**config.mk**
```make
export PLATFORM = sky130hd
export DESIGN_NAME = jif_resp_tx
export DESIGN_NICKNAME = d
export VERILOG_FILES = /design/src/rtl/jif_resp_tx.sv
export SDC_FILE = /design/constraint.sdc
export NUM_CORES = 1
export LEC_CHECK = 0
export ABC_AREA = 1
export BUFFER_PORTS_ARGS = -buffer_cell sky130_fd_sc_hd__buf_4
export CAP_MARGIN = 20
export CORE_UTILIZATION = 56
export DETAILED_ROUTE_END_ITERATION = 6
export MAX_ROUTING_LAYER = met4
export PLACE_DENSITY_LB_ADDON = 0.2
export SETUP_SLACK_MARGIN = 0.1
export SYNTH_ARGS = -nofsm -noshare
export SYNTH_HDL_FRONTEND = slang
export SYNTH_SLANG_ARGS = --single-unit
export TNS_END_PERCENT = 50
```
**constraint.sdc**
```tcl
create_clock -name clk_i -period 3.16 [get_ports clk_i]
set_clock_uncertainty 0.2 [all_clocks]
set_input_delay 0.632 -clock clk_i [delete_from_list [all_inputs] [get_ports clk_i]]
set_output_delay 0.632 -clock clk_i [all_outputs]
set_load 0.05 [all_outputs]
```
**src/rtl/jif_resp_tx.sv**
```systemverilog
// rtl/jif_resp_tx.sv - framed byte-wise response transmitter with toggle req/ack handshake
module jif_resp_tx #(
   parameter int DATA_BYTES     = 4,
   parameter int FIFO_DEPTH     = 2,
   parameter int TIMEOUT_CYCLES = 1024
) (
   input  logic                    clk_i,
   input  logic                    rst_ni,
   input  logic                    ena_i,
   input  logic                    s_valid_i,
   output logic                    s_ready_o,
   input  logic [3:0]              s_tag_i,
   input  logic [8*DATA_BYTES-1:0] s_data_i,
   output logic [7:0]              tx_byte_o,
   output logic                    tx_req_o,
   input  logic                    tx_ack_i,
   output logic                    busy_o,
   output logic                    timeout_err_o,
   input  logic                    err_clr_i
);
   localparam int AW = $clog2(FIFO_DEPTH);
   localparam int CW = $clog2(FIFO_DEPTH + 1);
   localparam int NB = DATA_BYTES + 2;
   localparam int IW = $clog2(NB);
   localparam int TW = $clog2(TIMEOUT_CYCLES);
   localparam logic [IW-1:0] LAST_IDX = IW'(NB - 1);
   localparam logic [TW-1:0] TMO_LAST = TW'(TIMEOUT_CYCLES - 1);
   localparam logic [CW-1:0] FULL_CNT = CW'(FIFO_DEPTH);

   typedef enum logic [1:0] {ST_IDLE, ST_SETUP, ST_WAIT} state_e;

   logic [3:0]              tag_mem_q  [FIFO_DEPTH];
   logic [8*DATA_BYTES-1:0] data_mem_q [FIFO_DEPTH];
   logic [AW-1:0]           wr_ptr_q, rd_ptr_q;
   logic [CW-1:0]           count_q;
   state_e                  state_q, state_d;
   logic [IW-1:0]           idx_q, idx_d;
   logic [TW-1:0]           timer_q, timer_d;
   logic [7:0]              tx_byte_q, tx_byte_d;
   logic                    tx_req_q, tx_req_d;
   logic                    err_q, err_d;
   logic                    ack_meta_q, ack_s_q;
   logic                    push, pop, tmo;
   logic [7:0]              frame_bytes [NB];

   // s_ready depends only on the registered count, so a pop never opens a full FIFO in the same cycle
   assign s_ready_o     = (count_q != FULL_CNT);
   assign push          = s_valid_i && s_ready_o;
   assign tx_byte_o     = tx_byte_q;
   assign tx_req_o      = tx_req_q;
   assign timeout_err_o = err_q;
   assign busy_o        = (state_q != ST_IDLE) || (count_q != '0);

   // Result storage, written on an accepted push; contents need no reset
   always_ff @(posedge clk_i) begin
      if (push) begin
         tag_mem_q[wr_ptr_q]  <= s_tag_i;
         data_mem_q[wr_ptr_q] <= s_data_i;
      end
   end

   // FIFO pointers wrap naturally at the power-of-two depth; count tracks occupancy
   always_ff @(posedge clk_i or negedge rst_ni) begin
      if (!rst_ni) begin
         wr_ptr_q <= '0;
         rd_ptr_q <= '0;
         count_q  <= '0;
      end else begin
         if (push) wr_ptr_q <= wr_ptr_q + AW'(1);
         if (pop)  rd_ptr_q <= rd_ptr_q + AW'(1);
         if (push && !pop)      count_q <= count_q + CW'(1);
         else if (!push && pop) count_q <= count_q - CW'(1);
      end
   end

   // Frame image of the FIFO head: header, payload MSB byte first, XOR checksum of all before it
   always_comb begin
      logic [7:0] chk;
      frame_bytes[0] = {4'hA, tag_mem_q[rd_ptr_q]};
      chk = frame_bytes[0];
      for (int i = 1; i <= DATA_BYTES; i++) begin
         frame_bytes[i] = data_mem_q[rd_ptr_q][8*(DATA_BYTES-i) +: 8];
         chk = chk ^ frame_bytes[i];
      end
      frame_bytes[NB-1] = chk;
   end

   // State, handshake registers and the two-flop ack synchronizer
   always_ff @(posedge clk_i or negedge rst_ni) begin
      if (!rst_ni) begin
         state_q    <= ST_IDLE;
         idx_q      <= '0;
         timer_q    <= '0;
         tx_byte_q  <= '0;
         tx_req_q   <= 1'b0;
         err_q      <= 1'b0;
         ack_meta_q <= 1'b0;
         ack_s_q    <= 1'b0;
      end else begin
         state_q    <= state_d;
         idx_q      <= idx_d;
         timer_q    <= timer_d;
         tx_byte_q  <= tx_byte_d;
         tx_req_q   <= tx_req_d;
         err_q      <= err_d;
         ack_meta_q <= tx_ack_i;
         ack_s_q    <= ack_meta_q;
      end
   end

   // Next-state logic: load byte, toggle request, wait for matching ack or time out
   always_comb begin
      state_d   = state_q;
      idx_d     = idx_q;
      timer_d   = timer_q;
      tx_byte_d = tx_byte_q;
      tx_req_d  = tx_req_q;
      pop       = 1'b0;
      tmo       = 1'b0;
      case (state_q)
         ST_IDLE: begin
            if ((count_q != '0) && ena_i) begin
               tx_byte_d = frame_bytes[0];
               idx_d     = '0;
               state_d   = ST_SETUP;
            end
         end
         ST_SETUP: begin
            tx_req_d = ~tx_req_q;
            timer_d  = '0;
            state_d  = ST_WAIT;
         end
         ST_WAIT: begin
            if (ack_s_q == tx_req_q) begin
               if (idx_q == LAST_IDX) begin
                  pop     = 1'b1;
                  state_d = ST_IDLE;
               end else begin
                  idx_d     = idx_q + IW'(1);
                  tx_byte_d = frame_bytes[idx_q + IW'(1)];
                  state_d   = ST_SETUP;
               end
            end else if (timer_q == TMO_LAST) begin
               // Withdraw the outstanding request and drop the frame
               tmo      = 1'b1;
               tx_req_d = ack_s_q;
               pop      = 1'b1;
               state_d  = ST_IDLE;
            end else begin
               timer_d = timer_q + TW'(1);
            end
         end
         default: state_d = ST_IDLE;
      endcase
      // A timeout in the same cycle as a clear leaves the error set
      err_d = tmo ? 1'b1 : (err_clr_i ? 1'b0 : err_q);
   end
endmodule

```
==> results of run 1 <==
path summary, 6_finish.rpt:
| check | from | to | slack, ns | cells after the start |
|---|---|---|---|---|
| worst max-delay path | timer_q[0]$_DFFE_PN0P_ | count_q[1]$_DFFE_PN0P_ | 0.74 | 12 |
| worst min-delay path | tx_ack_i | ack_meta_q$_DFF_PN0_ | 0.16 | 1 |
| worst max register to register | timer_q[0]$_DFFE_PN0P_ | count_q[1]$_DFFE_PN0P_ | 0.74 | 12 |
| worst min register to register | ack_meta_q$_DFF_PN0_ | ack_s_q$_DFF_PN0_ | 0.16 | 0 |
| max in group asynchronous | rst_ni | rd_ptr_q$_DFFE_PN0P_ | 1.91 | 2 |
| min in group asynchronous | rst_ni | timer_q[6]$_DFFE_PN0P_ | 0.52 | 2 |
Yosys cell counts (2+ instances only):
cell,count
o21ai_0,39
nor3_1,5
buf_6,9
inv_2,3
o21ai_2,6
nor2_2,2
or2_2,2
a21oi_2,6
o21ai_1,4
nand2_2,4
buf_2,5
a22oi_1,4
edfxtp_1,72
xor2_1,4
nand3b_1,2
inv_1,90
clkbuf_1,4
nand4_1,9
nand2_1,276
xnor2_1,3
dfrtp_1,31
a21oi_1,12
ha_1,4
nor2_1,18
buf_4,2
a31oi_1,2
nand3_1,24
nand3_2,2
flip-flops by register name, summed over array words and instances (netlist names):
name / cells
ack_meta_q: 1
ack_s_q: 1
count_q: 2
data_mem_q: 64
idx_q: 3
rd_ptr_q: 1
state_q: 2
tag_mem_q: 8
timeout_err_o: 1
timer_q: 10
tx_byte_o: 8
tx_req_o: 1
wr_ptr_q: 1
layout make-up:
cell class              count  area share, %
clock buffers              11          2.155
multi-input cells         433          32.80
inverters                  94          5.829
well taps                 129          2.648
flip-flops and latches    103          48.21
repair buffers             59          7.307
clock inverters             5          1.047
per-layer routing:
layer,share of wire [%],vias to the layer above,track usage [%]
li1,-,2161,-
met1,42,2010,27.59
met2,53,112,45.31
met3,4.0,13,4.230
met4,1.1,0,7.135
met5,0,-,-
power by group:
group	internal [W]	total [W]	switching, W
Sequential	0.00181	0.00200	0.000185
Clock	0.000376	0.000842	0.000466
Combinational	0.000783	0.00260	0.00182
Total	0.00297	0.00544	0.00247
placed cells by master, fill, tap and decap left out, drive strengths merged:
| cell type | count |
|---|---|
| dlygate4sd3 | 1 |
| nor3b | 1 |
| nand2 | 280 |
| nand4 | 9 |
| or2 | 2 |
| edfxtp | 72 |
| nor2 | 21 |
| xnor2 | 4 |
| a22oi | 4 |
| a31oi | 2 |
| dfrtp | 31 |
| a31o | 1 |
| nand3 | 26 |
| o21ai | 49 |
| nor3 | 5 |
| buf | 58 |
| a21oi | 19 |
| nand3b | 2 |
| inv | 97 |
| ha | 4 |
| clkinvlp | 1 |
| clkbuf | 11 |
| xor2 | 4 |
| bufinv | 1 |
stage by stage:
stage	setup WS [ns]	hold WS (ns)	util [%]	instances
after global routing	0.4852	0.1472	65.35	834
final	0.7444	0.1595	65.35	834
after detailed placement	0.7848	0.1416	63.15	817
after floorplan	0.02023	0.1312	-	650
after CTS	0.7576	0.1574	65.35	834
after global placement	0.9154	0.1478	63.15	817
repair_timing:
| item | CTS | global route |
|---|---|---|
| hold buffers | 1 | 0 |
| setup buffers | 0 | 0 |
| hold endpoints to repair | 21 | 0 |
| setup endpoints to repair | 0 | 0 |
critical path: stages, from the launching register on:
cell     delay (ns)
dfrtp_1        0.45
ha_1           0.19
inv_1          0.08
nor2_2         0.14
nand3_2        0.10
nor2_2         0.14
nand2_1        0.09
nand2_2        0.09
nand3_1        0.12
ha_1           0.34
a21oi_1        0.11
o21ai_0        0.12
xnor2_1        0.14
cells by family after synthesis:
family / count (synthesis) / synth area share, %
flops: 103 / 54.06
fa+ha+maj: 4 / 0.9211
compound gates: 75 / 8.243
simple gates: 346 / 25.93
xor+xnor: 8 / 1.428
buf+inv: 114 / 9.417
==> impl_metrics.json, run 1 <==
{
  "outcome": "finished, final reports clean",
  "die_w_um": 100.5,
  "tightestPinTransition_ns": 0.7650,
  "power.leakage_nw": 2.900,
  "postRouteAntennaNets": 0,
  "routed-via-count": 4296,
  "max_clock_freq_mhz": 414.0,
  "maxSlewHeadroom_pct": 48.94,
  "h-tree-depth": 3,
  "ys.flop_type": "edfxtp_1",
  "ys_ff_latch": 103,
  "drt_pass1_iterations": 5,
  "start_kind": "register",
  "dieHeight_um": 100.5,
  "rsz0062_at_grt": "false",
  "route.detailed.drc": 0,
  "synth_edf_count": 72,
  "synth_area_sq_um": 5434,
  "portBuffers": 53,
  "post_dp_cell_area_sq_um": 5891,
  "drive_above_1_share_pct": 14.89,
  "finalSetupViolCount": 0,
  "grt_pass1_vias": 4181,
  "multi_input_area_sq_um": 1999,
  "antenna_found_initial": 0,
  "finalHoldViolations": 0,
  "tns_ns": 0,
  "rows": 35,
  "hold_class": "input port to register",
  "first_iter_violations": 260,
  "area_growth_pct": 12.18,
  "gp_congestion": 0.8978,
  "synth_nets": 696,
  "dpl.hpwl_um": 7990,
  "ir_drop_mv": 0.5528,
  "grt_overflow": 0,
  "wl_um": 11290,
  "drv_cap": 0,
  "async_reset_ff_share_pct": 30.10,
  "clk_latency_ns": 0.38,
  "num_io_pins": 54,
  "crit_path_end_kind": "register",
  "path_clk_slew_ns": 0.10,
  "yosys.cell_types.count": 34,
  "cts_tree": "yes",
  "yosysWarnings": 0,
  "power_w": 0.005436,
  "syn_avg_cell_area_sq_um": 8.360,
  "postSynthCellCount": 650,
  "slew_violations": 0,
  "grt_pass1_wl_um": 18650,
  "yosysTopAreaCellShare_pct": 39.79,
  "cts_root_buffer": "clkbuf_8",
  "final_nets": 746,
  "powerDensity_nw_per_um2": 891.8,
  "path_max_fanout": 6,
  "drt-wirelength-per-cell_um": 13.54,
  "ys_top_cells_by_area": "edfxtp_1, nand2_1, dfrtp_1",
  "period_share_pct": 76.44,
  "cp.required_ns": 3.22,
  "gr-usage-all-layers_pct": 24.71,
  "path_class": "register to register",
  "synth_seq_area_share_pct": 54.06,
  "start_util_pct": 58.26,
  "fill_cells": 771,
  "cts.sinks": 103,
  "yosys.area.top_type": "edfxtp_1",
  "die_area_sq_um": 10100,
  "min_period_ns": 2.416,
  "post-route-cell-area_sq_um": 6096,
  "arrival_ns": 2.48,
  "ctsResizeCount": 0,
  "via_per_inst": 5.151,
  "placeableCoreArea_sq_um": 9328,
  "area.sequential_sq_um": 2939,
  "antennaDiodeCount": 0,
  "grt_max_degree": 46,
  "cts.path.max_buffers": 2,
  "numCtsBuffers": 9
}
No activity file was read; power rests on OpenSTA's default activity.
==> run 2: changes to the inputs <==
--- a/config.mk
+++ b/config.mk
@@ -5,7 +5,7 @@
 export SDC_FILE = /design/constraint.sdc
 export NUM_CORES = 1
 export LEC_CHECK = 0
-export ABC_AREA = 1
+export ABC_AREA = 0
 export BUFFER_PORTS_ARGS = -buffer_cell sky130_fd_sc_hd__buf_4
 export CAP_MARGIN = 20
 export CORE_UTILIZATION = 56
==> constraint.sdc (replaced) <==
create_clock -name clk_i -period 2.5 [get_ports clk_i]
set_clock_uncertainty 0.2 [all_clocks]
set_input_delay 0.5 -clock clk_i [delete_from_list [all_inputs] [get_ports clk_i]]
set_output_delay 0.5 -clock clk_i [all_outputs]
set_load 0.05 [all_outputs]
==> run 2 against run 1 <==
Compared with the run above:
- highest routed layer unchanged
- largest power group unchanged
- worst setup slack got worse by 0.57 ns
- die area down 10%
- worst hold slack worse by 0.13 ns
- largest cell class unchanged
- global-route usage down 2.3 points
- power increased by 20%
- non-clock buffer count increased by 6
==> impl_metrics.json, run 2 <==
{
  "first_iter_violations": 155,
  "num_io_pins": 54,
  "ir_drop_mv": 0.4981,
  "reg2reg_depth": 9,
  "slew_violations": 0,
  "power.leakage_nw": 2.117,
  "cp.required_ns": 1.80,
  "postRouteAntennaNets": 0,
  "ys.flop_type": "edfxtp_1",
  "grt_pass1_vias": 3023,
  "r2r-end": "count_q[1]$_DFFE_PN0P_",
  "synth_commonest_cells": "edfxtp_1, xnor2_1, mux2i_1, dfrtp_1, nor2_1",
  "yosysWarnings": 0,
  "layout_common_cells": "edfxtp_1, buf_4, xnor2_1, mux2i_1, dfrtp_1",
  "largest_reg_flops": 64,
  "cts_root_buffer": "clkbuf_8",
  "worstPathCellList": "or4_1, buf_4",
  "path_buf_inv": 1,
  "drt_pass1_iterations": 5,
  "crit_start": "state_q[1]$_DFFE_PN0P_",
  "ys_top_cells_by_area": "edfxtp_1, dfrtp_1, mux2i_1",
  "worstSetupEndpoint": "busy_o",
  "numCtsBuffers": 9,
  "final_common_cell": "edfxtp_1",
  "die_area_sq_um": 9073,
  "power_w": 0.006502,
  "dieHeight_um": 95.25,
  "antennaDiodeCount": 0,
  "synth_edf_count": 72,
  "postSynthCellCount": 350,
  "synth_seq_area_share_pct": 60.33,
  "start_kind": "register",
  "largestRegisters": "data_mem_q x64, timer_q x10",
  "grt_pass1_wl_um": 14440,
  "dp_slack_ns": 0.1654,
  "synth_most_common_cell": "edfxtp_1",
  "gp_congestion": 0.8286,
  "placeableCoreArea_sq_um": 8299,
  "cts.sinks": 103,
  "area_growth_pct": 16.39,
  "ys_ff_latch": 103,
  "start_util_pct": 58.68,
  "yosys.cell_types.count": 46,
  "stdcell_count": 523,
  "maxSlewHeadroom_pct": 64.97,
  "wl_um": 8780,
  "antenna_found_initial": 0,
  "yosys.area.top_type": "edfxtp_1",
  "grt_overflow": 0,
  "tightestPinTransition_ns": 0.5237,
  "rsz0062_at_grt": "false",
  "finalSetupViolCount": 0,
  "via_per_inst": 5.641,
  "crit_path_end_kind": "output port",
  "ff2ff_setup_slack_ns": 0.24,
  "routed-via-count": 2950,
  "hold_class": "input port to register",
  "drv_cap": 0,
  "outcome": "finished, final reports clean",
  "path_max_fanout": 6,
  "dpl.hpwl_um": 5935,
  "yosysTopAreaCellShare_pct": 44.40,
  "h-tree-depth": 3,
  "gr-usage-all-layers_pct": 22.39,
  "die_w_um": 95.25,
  "arrival_ns": 1.63,
  "cts_tree": "yes",
  "portBuffers": 53,
  "fin_ws_ns": 0.1729,
  "synth_nets": 396,
  "regMostFlops": "data_mem_q",
  "grt_max_degree": 37,
  "period_share_pct": 93.08,
  "critical_path.top_delay_family": "simple AND/OR/NAND/NOR gates",
  "min_period_ns": 2.327,
  "place_inst": 506,
  "crit_slowest_cell": "or4_1",
  "route.detailed.drc": 0,
  "path_clk_slew_ns": 0.10,
  "drt-wirelength-per-cell_um": 16.79,
  "finalHoldViolations": 0,
  "clk_latency_ns": 0.37,
  "final_nets": 459,
  "tns_ns": 0,
  "cp.depth": 2,
  "drive_above_1_share_pct": 24.64,
  "max_clock_freq_mhz": 429.7,
  "worst_path_largest_cell_delay_ns": 0.58,
  "synth_area_sq_um": 4870,
  "r2r-start": "timer_q[0]$_DFFE_PN0P_",
  "rows": 33,
  "cts.path.max_buffers": 2,
  "async_reset_ff_share_pct": 30.10,
  "powerDensity_nw_per_um2": 1147,
  "path_class": "register to output port",
  "syn_avg_cell_area_sq_um": 13.91
}
==> run 2: per-layer routing <==
layer  part of all wire, %  global-route usage [%]
met5                     0                       -
met4                  0.84                   6.944
met3                   5.3                   5.502
met2                    51                   36.37
met1                    43                   27.75
==> run 2: timing repair <==
| action | CTS | global route |
|---|---|---|
| hold buffers | 1 | 0 |
| setup endpoints to repair | 0 | 1 |
| buffers inserted | 0 | 0 |
| endpoints found under the hold margin | 31 | 0 |
| gates resized for setup | 0 | 3 |
==> run 2: cell type report <==
cell class / instances / area (sq um)
sequential: 103 / 2939
fill: 604 / 2631
multi-input combinational: 229 / 1854
timing repair buffer: 65 / 503.0
tap: 105 / 131.4
clock buffer: 9 / 123.9
clock inverter: 7 / 97.59
inverter: 5 / 18.77
==> run 2: worst reg2reg max path: stages (launching register included) <==
cell and delay, ns:
dfrtp_1 0.40, ha_1 0.22, and4_2 0.31, nand3_1 0.14
nor2_2 0.18, a31oi_2 0.08, ha_1 0.22, xor2_1 0.15
nor2_1 0.13, xor2_1 0.16
==> run 2: worst min path at each step <==
stage,from,end,depth (start not counted)
finish,tx_ack_i,ack_meta_q$_DFF_PN0_,1
detailed placement,ack_meta_q$_DFF_PN0_,ack_s_q$_DFF_PN0_,0
CTS,tx_ack_i,ack_meta_q$_DFF_PN0_,1
global placement,ack_meta_q$_DFF_PN0_,ack_s_q$_DFF_PN0_,0
global route,tx_ack_i,ack_meta_q$_DFF_PN0_,1
floorplan,rst_ni,ack_meta_q$_DFF_PN0_,0
==> run 2: logic make-up after synthesis <==
logic type / count (synthesis) / share of synthesized area (%)
compound gates: 38 / 5.730
buf+inv: 18 / 1.952
xor+xnor: 48 / 9.250
mux: 47 / 12.23
flops: 103 / 60.33
simple gates: 92 / 9.481
fa+ha+maj: 4 / 1.028
==> run 2: per-stage QoR <==
step	instance area [sq um]	util, %	hold WS, ns
2_1_floorplan	4877	-	0.004409
3_3_place_gp	5426	65.39	0.1326
3_5_place_dp	5426	65.39	0.1676
4_1_cts	5658	68.17	0.01807
5_1_grt	5668	68.29	0.009136
6_report	5668	68.29	0.02548
==> run 2: report_power, final <==
part	switching, W	total, W	leakage [nW]	internal (W)
Clock	0.000619	0.00112	0.113	0.000497
Combinational	0.00155	0.00277	0.947	0.00122
Sequential	0.000306	0.00262	1.06	0.00231
==> run 3: changes to the inputs <==
--- a/config.mk
+++ b/config.mk
@@ -10,6 +10,7 @@
 export CAP_MARGIN = 20
 export CORE_UTILIZATION = 56
 export DETAILED_ROUTE_END_ITERATION = 6
+export HOLD_SLACK_MARGIN = 0.1
 export MAX_ROUTING_LAYER = met4
 export PLACE_DENSITY_LB_ADDON = 0.2
 export SETUP_SLACK_MARGIN = 0.1
==> run 3 against run 2 <==
Compared with the run above:
- global-route usage rose by 1.0 points
- clock-buffer cell count did not move
- sequential share of layout area fell by 3.1 points
- first-iteration DRC count rose by 12%
- final area rose by 6.4%
- sequential cell count did not move
- power rose by 0.97%
- critical path depth did not move
- routed wire length rose by 7.4%
- clock power barely moved
- combinational power rose by 2%
- non-clock buffer count rose by 36
==> impl_metrics.json, run 3 (synthesis gave the netlist of run 2 again) <==
{
  "outcome": "finished, final reports clean",
  "path_class": "register to output port",
  "ir_drop_mv": 0.5129,
  "post_dp_cell_area_sq_um": 5426,
  "arrival_ns": 1.62,
  "dieHeight_um": 95.25,
  "tightestPinTransition_ns": 0.5145,
  "largestRegisters": "data_mem_q x64, timer_q x10",
  "routed-via-count": 3097,
  "route.detailed.drc": 0,
  "drt-wirelength-per-cell_um": 16.87,
  "die_area_sq_um": 9073,
  "postRouteAntennaNets": 0,
  "min_period_ns": 2.323,
  "powerDensity_nw_per_um2": 1089,
  "final_util_pct": 72.64,
  "start_kind": "register",
  "wl_um": 9433,
  "clk_latency_ns": 0.37,
  "path_max_fanout": 6,
  "post-route-cell-area_sq_um": 6028,
  "area_growth_pct": 23.79,
  "fill_cells": 558,
  "grt_pass1_vias": 3137,
  "cts_root_buffer": "clkbuf_8",
  "path_clk_slew_ns": 0.10,
  "drive_above_1_share_pct": 22.69,
  "tns_ns": 0,
  "grt_pass1_wl_um": 15060,
  "placeableCoreArea_sq_um": 8299,
  "portBuffers": 53,
  "crit_path_end_kind": "output port",
  "gr-usage-all-layers_pct": 23.43,
  "regMostFlops": "data_mem_q",
  "gp_congestion": 0.8286,
  "antennaDiodeCount": 0,
  "place_inst": 506,
  "grt_overflow": 0,
  "cp.required_ns": 1.80,
  "largest_reg_flops": 64,
  "cts_tree": "yes",
  "die_w_um": 95.25,
  "cts.path.max_buffers": 2,
  "holdWs_ns": 0.1166,
  "rows": 33,
  "finalSetupViolCount": 0,
  "dpl.hpwl_um": 5935,
  "finalHoldViolations": 0,
  "slew_violations": 0,
  "grt_max_degree": 37,
  "antenna_found_initial": 0,
  "first_iter_violations": 174,
  "drt_pass1_iterations": 4,
  "h-tree-depth": 3,
  "maxSlewHeadroom_pct": 65.58,
  "area.sequential_sq_um": 2939,
  "multi_input_area_sq_um": 1854,
  "period_share_pct": 92.94,
  "post-cts-setup-buffer-count": 0,
  "rsz0062_at_grt": "false",
  "via_per_inst": 5.540,
  "hold_class": "input port to register",
  "stdcell_count": 559,
  "drv_cap": 0,
  "max_clock_freq_mhz": 430.4,
  "power.leakage_nw": 2.268,
  "start_util_pct": 58.68,
  "numCtsBuffers": 9,
  "layout_common_cells": "edfxtp_1, buf_4, xnor2_1, mux2i_1, dlygate4sd3_1",
  "num_io_pins": 54,
  "final_common_cell": "edfxtp_1",
  "final_nets": 495,
  "cts.sinks": 103
}
-- run 3: cell types whose count changed in the layout (fill, tap and decap cells not counted) --
| cell | previous run | this run |
|---|---|---|
| dlygate4sd3_1 | 1 | 37 |
-- run 3: per-stage QoR --
step                setup WS [ns]  power [W]
finish                     0.1766   0.006565
floorplan                 0.03174   0.004674
global route               0.1051   0.006944
global placement           0.3079   0.005354
detailed placement         0.1654   0.005425
CTS                        0.1322   0.006577
-- run 3: worst paths after layout --
kind / from / endpoint / slack (ns) / depth (start not counted)
max in group asynchronous: rst_ni / rd_ptr_q$_DFFE_PN0P_ / 1.38 / 2
setup reg to reg: timer_q[0]$_DFFE_PN0P_ / count_q[1]$_DFFE_PN0P_ / 0.24 / 9
min in group asynchronous: rst_ni / tx_byte_o[2]$_DFFE_PN0P_ / 0.39 / 2
hold reg to reg: ack_meta_q$_DFF_PN0_ / ack_s_q$_DFF_PN0_ / 0.18 / 0
setup / recovery: state_q[1]$_DFFE_PN0P_ / busy_o / 0.18 / 2
hold / removal: s_data_i[3] / data_mem_q[1][3]$_DFFE_PP_ / 0.12 / 1
-- run 3: final cells by class --
class	count	share of cell area, %
Clock buffer	9	2.055
Clock inverter	7	1.619
Inverter	5	0.3113
Multi-Input combinational cell	229	30.76
Sequential cell	103	48.75
Tap cell	105	2.179
Timing Repair Buffer	101	14.32
-- run 3: timing repair --
action	4_1_cts	5_1_grt
hold buffers	24	13
setup endpoints to repair	0	1
resized for setup	0	3
endpoints found under the hold margin	76	25
-- run 3: power breakdown --
group	switching, W	total, W	internal (W)
clock network	0.000624	0.00112	0.000497
registers	0.000309	0.00262	0.00231
logic	0.00156	0.00283	0.00126
-- run 3: worst max-delay path, cell delays in order, from the launching register on --
cell and delay (ns):
dfrtp_1 0.45, or4_1 0.59, buf_4 0.22
-- run 3: layer usage --
layer / GRT usage (%) / routed length, um / up-vias
met4: 7.071 / 70 / 0
met2: 39.17 / 4934 / 61
met3: 5.502 / 409 / 5
met1: 28.29 / 4018 / 1531
li1: - / - / 1500
met5: - / 0 / -
